--- src/rtl/jb_pkg.sv ---
// Joybus shared definitions: transmitter FSM states and the bit-timing constants
// (in microseconds) that both the transmitter and the receiver are built around.
package jb_pkg;

  typedef enum logic [2:0] {
    IDLE,
    BIT_LOW,
    BIT_HIGH,
    STOP_LOW,
    GUARD
  } jb_tx_state_t;

  localparam int JB_BIT_US       = 4;
  localparam int JB_ONE_LOW_US   = 1;
  localparam int JB_ZERO_LOW_US  = 3;
  localparam int JB_STOP_CONS_US = 1;
  localparam int JB_STOP_CTLR_US = 2;

  // Low time of a data cell; the high time is the rest of JB_BIT_US.
  function automatic int jb_low_us(input logic bit_val);
    return bit_val ? JB_ONE_LOW_US : JB_ZERO_LOW_US;
  endfunction

endpackage

--- src/rtl/jb_us_timer.sv ---
// Microsecond phase timer: a CLKS_PER_US prescaler plus a loadable down-counter of
// whole microseconds. A phase ends on the clk where tick_o and expire_o are both high.
module jb_us_timer #(
  parameter int CLKS_PER_US = 25,
  parameter int US_W        = 3
) (
  input  logic            clk,
  input  logic            rst,
  input  logic            load_i,
  input  logic [US_W-1:0] load_us_i,
  output logic            tick_o,
  output logic            expire_o
);

  localparam int PW = (CLKS_PER_US > 1) ? $clog2(CLKS_PER_US) : 1;

  logic [PW-1:0]   presc_q, presc_d;
  logic [US_W-1:0] us_q, us_d;

  assign tick_o   = (presc_q == PW'(CLKS_PER_US - 1));
  assign expire_o = (us_q == US_W'(1));

  // NOTE: every always_comb output gets a default first, so no path can infer a latch.
  always_comb begin
    presc_d = tick_o ? '0 : presc_q + 1'b1;
    us_d    = us_q;
    if (tick_o && us_q != '0) us_d = us_q - 1'b1;
    // A load restarts the prescaler so the new phase gets full microseconds.
    if (load_i) begin
      presc_d = '0;
      us_d    = load_us_i;
    end
  end

  // NOTE: state registers use non-blocking assignments so all flops update together.
  always_ff @(posedge clk or posedge rst) begin
    if (rst) begin
      presc_q <= '0;
      us_q    <= '0;
    end else begin
      presc_q <= presc_d;
      us_q    <= us_d;
    end
  end

endmodule

--- src/rtl/jb_tx.sv ---
// Joybus open-drain serializer: sends 1..MAX_BYTES bytes MSB-first, a stop bit, then
// holds the line released for a guard time. Drives only the pull-low enable jb_oe.
module jb_tx
  import jb_pkg::*;
#(
  parameter int CLKS_PER_US = 25,
  parameter int MAX_BYTES   = 8,
  parameter int GUARD_US    = 2
) (
  input  logic                             clk,
  input  logic                             rst,
  input  logic                             start,
  input  logic [$clog2(MAX_BYTES+1)-1:0]   num_bytes,
  input  logic [MAX_BYTES*8-1:0]           data,
  input  logic                             stop_long,
  output logic                             busy,
  output logic                             done,
  output logic                             jb_oe
);

  localparam int NB_W = $clog2(MAX_BYTES + 1);
  localparam int DW   = MAX_BYTES * 8;
  localparam int BC_W = $clog2(DW + 1);
  localparam int US_W = $clog2(GUARD_US + JB_BIT_US + 1);

  jb_tx_state_t    state_q, state_d;
  logic [DW-1:0]   shift_q, shift_d;
  logic [BC_W-1:0] bits_q, bits_d;
  logic            stop_long_q, stop_long_d;
  logic            busy_q, busy_d;
  logic            done_q, done_d;
  logic            oe_q, oe_d;

  logic            load;
  logic [US_W-1:0] load_us;
  logic            tick, expire, phase_end;
  logic [NB_W-1:0] nb_eff;

  jb_us_timer #(
    .CLKS_PER_US (CLKS_PER_US),
    .US_W        (US_W)
  ) u_timer (
    .clk       (clk),
    .rst       (rst),
    .load_i    (load),
    .load_us_i (load_us),
    .tick_o    (tick),
    .expire_o  (expire)
  );

  assign phase_end = tick && expire;
  assign nb_eff    = (num_bytes > NB_W'(MAX_BYTES)) ? NB_W'(MAX_BYTES) : num_bytes;

  always_comb begin
    state_d     = state_q;
    shift_d     = shift_q;
    bits_d      = bits_q;
    stop_long_d = stop_long_q;
    done_d      = 1'b0;
    load        = 1'b0;
    load_us     = '0;
    unique case (state_q)
      IDLE: begin
        if (start) begin
          if (nb_eff == '0) begin
            done_d = 1'b1;
          end else begin
            shift_d     = data;
            bits_d      = BC_W'({nb_eff, 3'b000});
            stop_long_d = stop_long;
            load        = 1'b1;
            load_us     = US_W'(jb_low_us(data[DW-1]));
            state_d     = BIT_LOW;
          end
        end
      end
      BIT_LOW: begin
        if (phase_end) begin
          load    = 1'b1;
          load_us = US_W'(JB_BIT_US - jb_low_us(shift_q[DW-1]));
          state_d = BIT_HIGH;
        end
      end
      BIT_HIGH: begin
        // Cell end: the next cell (or the stop bit) starts on the very next clk.
        if (phase_end) begin
          shift_d = shift_q << 1;
          bits_d  = bits_q - 1'b1;
          load    = 1'b1;
          if (bits_q == BC_W'(1)) begin
            load_us = US_W'(stop_long_q ? JB_STOP_CTLR_US : JB_STOP_CONS_US);
            state_d = STOP_LOW;
          end else begin
            load_us = US_W'(jb_low_us(shift_q[DW-2]));
            state_d = BIT_LOW;
          end
        end
      end
      STOP_LOW: begin
        if (phase_end) begin
          load    = 1'b1;
          load_us = US_W'(GUARD_US);
          state_d = GUARD;
        end
      end
      GUARD: begin
        if (phase_end) begin
          done_d  = 1'b1;
          state_d = IDLE;
        end
      end
      default: state_d = IDLE;
    endcase
    // Outputs are decoded from the next state so the registered pad enable lines up with it.
    oe_d   = (state_d == BIT_LOW) || (state_d == STOP_LOW);
    busy_d = (state_d != IDLE);
  end

  always_ff @(posedge clk or posedge rst) begin
    if (rst) begin
      state_q     <= IDLE;
      shift_q     <= '0;
      bits_q      <= '0;
      stop_long_q <= 1'b0;
      busy_q      <= 1'b0;
      done_q      <= 1'b0;
      oe_q        <= 1'b0;
    end else begin
      state_q     <= state_d;
      shift_q     <= shift_d;
      bits_q      <= bits_d;
      stop_long_q <= stop_long_d;
      busy_q      <= busy_d;
      done_q      <= done_d;
      oe_q        <= oe_d;
    end
  end

  assign busy  = busy_q;
  assign done  = done_q;
  assign jb_oe = oe_q;

endmodule

--- config.mk ---
export PLATFORM = sky130hd
export DESIGN_NAME = jb_tx
export DESIGN_NICKNAME = d
export VERILOG_FILES = /design/src/rtl/jb_pkg.sv /design/src/rtl/jb_us_timer.sv /design/src/rtl/jb_tx.sv
export SDC_FILE = /design/constraint.sdc
export NUM_CORES = 1
export LEC_CHECK = 0
export BUFFER_PORTS_ARGS = -buffer_cell sky130_fd_sc_hd__buf_2
export CELL_PAD_IN_SITES_DETAIL_PLACEMENT = 0
export CELL_PAD_IN_SITES_GLOBAL_PLACEMENT = 1
export CORE_ASPECT_RATIO = 1.75
export CORE_UTILIZATION = 45
export CTS_CLUSTER_SIZE = 40
export DETAILED_ROUTE_END_ITERATION = 12
export PLACE_DENSITY_LB_ADDON = 0.1
export SYNTH_ARGS = -nofsm -noshare
export SYNTH_HDL_FRONTEND = slang
export SYNTH_SLANG_ARGS = --single-unit
--- constraint.sdc ---
create_clock -name clk -period 8.6 [get_ports clk]
set_input_delay 1.72 -clock clk [delete_from_list [all_inputs] [get_ports clk]]
set_output_delay 1.72 -clock clk [all_outputs]
set_load 0.03 [all_outputs]
==> results of run 1 <==
-- state kept, by name, summed over array words and instances (netlist names) --
signal and flops:
shift_q 64, bits_q 7, u_timer.presc_q 5, state_q 3, u_timer.us_q 3, busy 1
done 1, jb_oe 1, stop_long_q 1
-- where the power goes --
part | switching [µW] | leakage, µW | internal, µW | total, µW
logic | 150 | 0.00121 | 131 | 281
registers | 107 | 0.00110 | 572 | 679
clock network | 165 | 0.000125 | 198 | 363
-- cell type report --
type                       count  share of cell area [%]
multi-input combinational    307                    39.3
clock buffer                   9                    4.55
inverter                       9                   0.708
timing repair buffer          76                    7.79
tap                          120                    3.03
sequential                    86                    43.5
clock inverter                 7                    1.14
-- synthesized netlist by cell type (4+ instances only) --
cell type	n
inv_1	9
nand2_1	75
nor2b_1	4
mux2i_1	65
buf_6	4
nor3_1	5
o21ai_0	72
buf_2	13
nand3_1	5
clkbuf_1	6
clkbuf_2	4
a21oi_1	9
ha_1	7
nor2_1	23
dfrtp_1	86
-- cell families after synthesis --
family | after synthesis | share of synthesized area [%]
fa+ha+maj | 7 | 2.04
mux | 66 | 15.5
flops | 86 | 50.2
xor+xnor | 4 | 0.818
simple gates | 129 | 13.1
buf+inv | 37 | 4.53
compound gates | 101 | 13.8
-- through the flow --
stage | area [µm²] | worst slack (ns) | std cells | utilization (%)
after floorplan | 4280 | 4.66 | 430 | -
after global placement | 4670 | 4.69 | 598 | 51.0
after detailed placement | 4670 | 4.61 | 598 | 51.0
after CTS | 4950 | 4.97 | 614 | 54.1
after global routing | 4950 | 4.67 | 614 | 54.1
final | 4950 | 4.96 | 614 | 54.1
-- routing by layer --
| layer | vias to the layer above | routed length (µm) |
|---|---|---|
| met5 | - | 0 |
| met4 | 0 | 143 |
| met3 | 10 | 368 |
| met2 | 62 | 4210 |
| met1 | 1451 | 3550 |
| li1 | 1605 | - |
-- how the worst max path moves through the flow --
stage	from	endpoint	slack, ns
after global routing	num_bytes[0]	bits_q[3]	4.67
final	num_bytes[0]	shift_q[32]	4.96
after global placement	num_bytes[0]	shift_q[58]	4.69
after CTS	num_bytes[0]	shift_q[34]	4.97
after detailed placement	num_bytes[0]	shift_q[34]	4.61
after floorplan	rst	bits_q[0]	4.66
-- worst min-delay path: cells and delay by family, from the launching register on --
family | cells | cell delay [ns]
DFF | 1 | 0.34
and+or+nand+nor | 1 | 0.06
AOI/OAI and AO/OA | 1 | 0.05
-- cell usage in the layout, fill, tap and decap left out, drive strengths merged, types with 3 or more instances in the layout --
cell type	synthesis	layout
xnor2	3	3
mux2i	65	65
clkinvlp	0	4
a22oi	3	3
inv	9	11
nand2	76	76
o21ai	76	76
nor2b	4	4
nor2	23	23
clkbuf	10	9
a31oi	3	3
nor3	5	5
dfrtp	86	86
ha	7	7
nand3	5	5
buf	18	76
a21oi	10	10
==> impl_summary.md, run 1 <==
Min path
The end point of the worst hold path is shift_q[2]. The worst hold path begins at shift_q[2]. In this run the worst hold path is classified as reg2reg. The count of cells along the worst hold path is 2.

Floorplan
The number of standard-cell rows in the floorplan is 46. The horizontal extent of the die is between 70 and 80 µm. The initial core utilization is a little under half. The placeable core region is between 9000 and 10000 µm². In this run the count of I/O pins placed on the die edge is 75. The area of the die is approximately 9900 µm². The floorplan die height is 131 µm.

Final layout
From synthesis to final layout, the design area changed by 15.6%. The area occupied by registers is 2150 µm². The layout has 848 filler cells. The antenna diode count is 0.

Of the cells placed in the final design, the portion with a size suffix greater than 1 is 20.9%. The multi-input logic area is 1950 µm². The total number of nets in the final design is 568.

Worst setup path
The worst setup path is captured at a flop. The startpoint identified for the worst register-to-register timing path is state_q[2]. The standard cell with the maximum stage delay on the critical path is buf_4. The worst setup path is launched from an input pin. Together, buffers and inverters on the worst path number 2. Walking the worst path, the cells encountered are buf_2 -> o41ai_4 -> o22ai_2 -> nand2_4 -> buf_4 -> o21ai_0. The required time at the endpoint of the critical path is around 8.8 ns. The dominant delay contributor by cell family on the critical path is compound AO/OA/AOI/OAI gates.

In this run the number of cells on the critical path is 6. For the worst setup path, the data arrival time is 3.80 ns. The critical path is of the in2reg type. The endpoint identified for the worst register-to-register timing path is bits_q[3]. The setup slack of the most critical reg-to-reg path is 6.08 ns.

For this run, the slowest stage of the critical path takes between 0.8 and 0.9 ns. Along the worst path, the maximum fanout reaches roughly 140. The depth of the worst register-to-register path is 5.

Timing
The count of final hold-check violations was 0. Measured against its own limit, the worst slew margin works out to 24.9%. Setup violations remaining at the end of the flow were counted as 0. The maximum clock rate is 275 MHz. The worst path uses a little over two fifths of the clock period. The tightest hold margin is 0.476 ns. Setup total negative slack on the finished layout was measured at 0 ns.

Setup repair after global routing left no endpoint under its margin. The clock arrives with 0.00994 ns of skew. The final critical-path required period is between 3 and 4 ns.

The final number of max-transition violations is 0. The transition time at the pin with the least slew margin is 1.13 ns.

Clocking
The H-tree generated during clock tree synthesis spans 3 levels. The number of buffers added by the clock tree synthesis step is 9. After clock tree synthesis, the setup repair step added 0 buffers. The number of clock sinks is 86. The cell sitting at the root of the clock tree is a clkbuf_16. The number of hold buffers added after CTS was 0. TritonCTS built the clock tree. After clock tree synthesis, the repair step resized 0 gates. The longest clock path from root to sink contains 2 buffers. The clock input transition at the sequential cells of the worst setup and hold paths is 0.06 ns. The later pin in the worst-skew pair is clocked with a latency of 0.34 ns.

Detailed routing
The final antenna-violating net count is 0. The count of routing violations after the opening detailed-route iteration is 180. The total DRC errors in the routed layout is 0. The final routed wirelength across all metal layers is 8.27 mm. In the final routed layout, each cell accounts on average for 13.5 µm. The via count normalized by instance count is 5.09. Detailed routing inserted a total of 3128 vias. The length of the first detailed-routing pass in iterations is 4.

GRT
The number of antenna violations at the first check in global routing is 0. In the global route stage, overall resource usage came out at 18.3%. For this run, global-route usage on met1 was measured as approximately 22%. The met3 track demand over resource in global routing is approximately 5.4%. In this run the most used layer during global routing was met2. After global routing the overflow that remains totals 0. Global routing consumed, on the met2 layer, 29.6% of the routing resources. The first-pass GRT wire length is about 14 mm. The via count of the first global-routing pass was between 2k and 3k. The largest net degree at the start of global routing is 139.

Power and ir drop
For this design the ratio of total power to cell area is 267 nW/µm². The worst vdd rail ir drop is 122 µV. The leakage component of the power is 0.00243 µW.

Total power for the finished layout comes to 1320 µW.

Job
Max-cap violations in this run came to 0.

Run status
The flow ran to the end, and the final reports show no timing, DRC or antenna violations.

Logic synthesis
Each instance of the synthesized netlist takes up on average 9.96 µm². Yosys printed 0 warnings. For this run, asynchronously set or reset flops after synthesis account for between 90% and 100%. The number of nets in the synthesized netlist is between 500 and 600. After synthesis, the largest area contributor takes up 50.2% of total cell area. The mapped netlist covers 4280 µm². The library cell occupying the most area in the post-synthesis netlist is dfrtp_1. The top flip-flop cell by instance count after synthesis is dfrtp_1. The sequential cell area fraction in the yosys report is 50.2%. The flip-flop and latch count after synthesis is 86.

The synthesized design contains 0 enable-type register cells. Yosys attributes the largest share of cell area to dfrtp_1, mux2i_1, o21ai_0, nand2_1, ha_1. The number of unique standard cell types used by synthesis is 44. The cell count after synthesis came out at 430.

Placed design
The number of buffer cells added on primary ports is 74. At the end of routability-driven placement, the weighted congestion stood at 0.760. The post-detailed-placement half-perimeter wirelength is 5.50 mm.
Power figures use the tool's default switching activity.
==> run 2: changes to the inputs <==
CORE_UTILIZATION = 43   (was 45)
clock period = 3.7 ns   (was 8.6 ns; I/O delays follow)
==> run 2 against run 1 <==
  * Hold slack gained 0.0012 ns
  * Clock-buffer cell count grew 1
  * Setup slack lost 3.7 ns
  * Critical endpoint is now shift_q[45]
  * Sequential share of layout area shrank 0.89 points
  * Die area grew 4.6%
  * Clock skew shrank 0.0043 ns
==> impl_summary.md, run 2 (synthesis gave the netlist of run 1 again) <==
Run status
The flow ran to the end, and the final reports show no timing, DRC or antenna violations.

Timing
The final worst setup slack is 1.27 ns (-3.70 ns). The max-slew headroom at the worst pin came to 49.5% (+25 points). Setup repair after global routing left no endpoint under its margin. After layout, the worst path uses 65.7% of the clock period.

The tightest hold margin was 0.477 ns (+0.00123 ns). The final number of max-transition violations is 0 (unchanged). The number of setup violations in the final report is 0 (unchanged). The count of final hold-check violations is 0 (unchanged).

The transition time at the pin with the least slew margin was 0.757 ns (-0.369 ns). The final critical-path required period is approximately 2.4 ns. Static timing analysis puts the maximum clock frequency at 411 MHz. The final sum of negative setup slack is 0 ns (unchanged). The setup clock skew after layout was 0.00566 ns (-0.00428 ns).

GRT
The total track usage is 18.6% (+0.25 points). The total congestion overflow is 0 (unchanged). The number of antenna violations at the first check in global routing is 0 (unchanged). The largest net degree at the start of global routing is 110 (-21%). The via count of the first global-routing pass is 3198 (+7.7%). The first-pass GRT wire length came to 15.0 mm (+11%).

Final layout
The register ranked first by flip-flop count is shift_q. The share of layout cells above drive strength 1 is 21.3% (+0.48 points). The antenna diode count came to 0 (unchanged). The library cell used most frequently in the layout, excluding fill and tap cells, is dfrtp_1. The total number of nets in the final design is 571 (+0.53%). The number of fillers in the final layout is 932 (+9.9%).

The top cell types in the final layout, fill and taps aside, are dfrtp_1, nand2_1, buf_2. The number of flip-flops under the largest register name came to 64 (unchanged). In the final layout, the registers with the most flip-flops are shift_q: 64 flops, bits_q: 7 flops, u_timer.presc_q: 5 flops.

The area added between synthesis and finish is 18.0%. The non-filler instance count after layout is 619 (+0.81%).

Placed design
The number of buffer cells added on primary ports is 74 (unchanged). The post-detailed-placement half-perimeter wirelength was 6.15 mm (+12%). The post-placement setup slack is 1.06 ns (-3.55 ns). The post-placement cell count was 603 (+0.84%). The final estimated routing congestion in global placement was 0.793 (+4.4%).

Power and ir drop
The power density of the placed cells is 650 nW/µm² (+140%). The leakage component of the power is 0.00250 µW (+2.8%). The sum of internal, switching and leakage power was 3280 µW (+150%). The worst vdd rail ir drop is 417 µV (+240%).

Floorplan
The floorplan die height is 134 µm (+2.3%). The number of standard-cell rows in the floorplan is 47 (+2.2%). The initial core utilization is 44.7% (-2.1 points). The placeable core region came to 9590 µm² (+4.7%). The horizontal extent of the die was 77.4 µm (+2.2%).

The area of the die came to 10400 µm² (+4.6%). The I/O pin count came to 75 (unchanged).

Worst setup path
The worst setup path endpoint is shift_q[45]. The critical path buffer and inverter count is 1 (-1). The endpoint identified for the worst register-to-register timing path is shift_q[45]. STA classifies the critical path endpoint as a flop. The setup slack of the most critical reg-to-reg path came to 1.27 ns (-4.81 ns).

The depth of the worst register-to-register path is 5 (unchanged). The required time at the endpoint of the critical path was 3.90 ns (-4.86 ns). The dominant delay contributor by cell family on the critical path is simple AND/OR/NAND/NOR gates.

The total stage count of the critical path is 5 (-1). The timing startpoint of the critical path is state_q[2]. The largest fanout on the critical path is 21 (-85%). The worst register-to-register path begins at state_q[2]. The critical path goes through nor2_1 -> and2_2 -> buf_4 -> mux2i_1 -> o21ai_0.

The worst setup path is launched from a flop. The standard cell with the maximum stage delay on the critical path is and2_2. The arrival time of data at the critical path endpoint is 2.64 ns (-1.16 ns). The biggest cell delay along the critical path is 0.58 ns (-0.25 ns). By startpoint and endpoint, the worst setup path is classified as reg2reg.

Detailed routing
The total DRC errors in the routed layout came to 0 (unchanged). The count of routing violations after the opening detailed-route iteration came to 121 (-33%). The final routed wirelength across all metal layers is 8.77 mm (+6.1%). The detail-routed net length per standard cell is 14.2 µm (+5.3%).

The via count normalized by instance count was 5.09 (about the same). The length of the first detailed-routing pass in iterations is 4 (unchanged). The detailed-route via count is 3151 (+0.74%). The final antenna-violating net count is 0 (unchanged).

Clocking
The number of buffers inserted to repair setup after CTS came to 0 (unchanged). The number of resized instances in the post-cts repair step is 0 (unchanged). The maximum level of the CTS H-tree came to 3 (unchanged).

The number of buffers added by the clock tree synthesis step came to 9 (unchanged). The clock latency on the worst-skew pair is 0.34 ns (about the same). The clock input transition at the sequential cells of the worst setup and hold paths was 0.06 ns (about the same).

The number of clock sinks was 86 (unchanged). The number of hold buffers added after CTS is 0 (unchanged). The TritonCTS clock tree is done. The cell at the root of the clock tree is clkbuf_16. The largest buffer count on any clock path was 2 (unchanged).

Job
The number of violations of the max-capacitance limit was 0 (unchanged).

Min path
In this run the worst hold path is classified as reg2reg. The count of cells along the worst hold path is 2 (unchanged).
-- run 2: cell types whose count changed in the layout (fill, tap and decap cells not counted) --
cell | before | now
clkinvlp_4 | 4 | 0
clkinv_4 | 0 | 1
clkinv_2 | 1 | 3
buf_4 | 2 | 4
inv_6 | 3 | 0
buf_12 | 0 | 1
clkbuf_8 | 0 | 1
bufinv_16 | 0 | 3
-- run 2: area by class of cell --
class / count / area [µm²] / area share [%]
clock buffers: 10 / 239 / 4.73
inverters: 9 / 35.0 / 0.693
repair buffers: 79 / 420 / 8.32
well taps: 122 / 153 / 3.02
flip-flops and latches: 86 / 2150 / 42.6
multi-input cells: 307 / 1950 / 38.5
clock inverters: 6 / 109 / 2.15
-- run 2: routing by layer --
layer  up-vias  track usage (%)  wire [µm]
li1       1613                -          -
met1      1469             22.7       3760
met2        53             31.0       4480
met3        16             4.15        327
met4         0             8.28        200
met5         -                0          0
-- run 2: worst reg2reg max path, delay by kind of cell (launching register included) --
kind,cells,cell delay (ns)
buffers and inverters,1,0.43
and+or+nand+nor,2,0.99
DFF,1,0.56
muxes,1,0.23
AOI/OAI and AO/OA,1,0.09
-- run 2: through the flow --
step / utilization, % / instance area (µm²)
finish: 52.7 / 5050
CTS: 52.7 / 5050
detailed placement: 49.1 / 4710
floorplan: - / 4280
global route: 52.7 / 5050
global placement: 49.1 / 4710
-- run 2: how the worst min path moves through the flow --
stage,slack [ns],to,startpoint
6_report,0.48,shift_q[27],shift_q[27]
3_5_place_dp,0.47,shift_q[29],shift_q[29]
2_1_floorplan,0.45,shift_q[11],shift_q[11]
4_1_cts,0.48,shift_q[29],shift_q[29]
5_1_grt,0.51,shift_q[8],shift_q[8]
3_3_place_gp,0.46,shift_q[39],shift_q[39]
-- run 2: power by group --
part / leakage (µW) / internal [µW] / switching (µW)
logic: 0.00123 / 309 / 362
clock network: 0.000172 / 676 / 358
registers: 0.00110 / 1330 / 250
total: 0.00250 / 2310 / 970
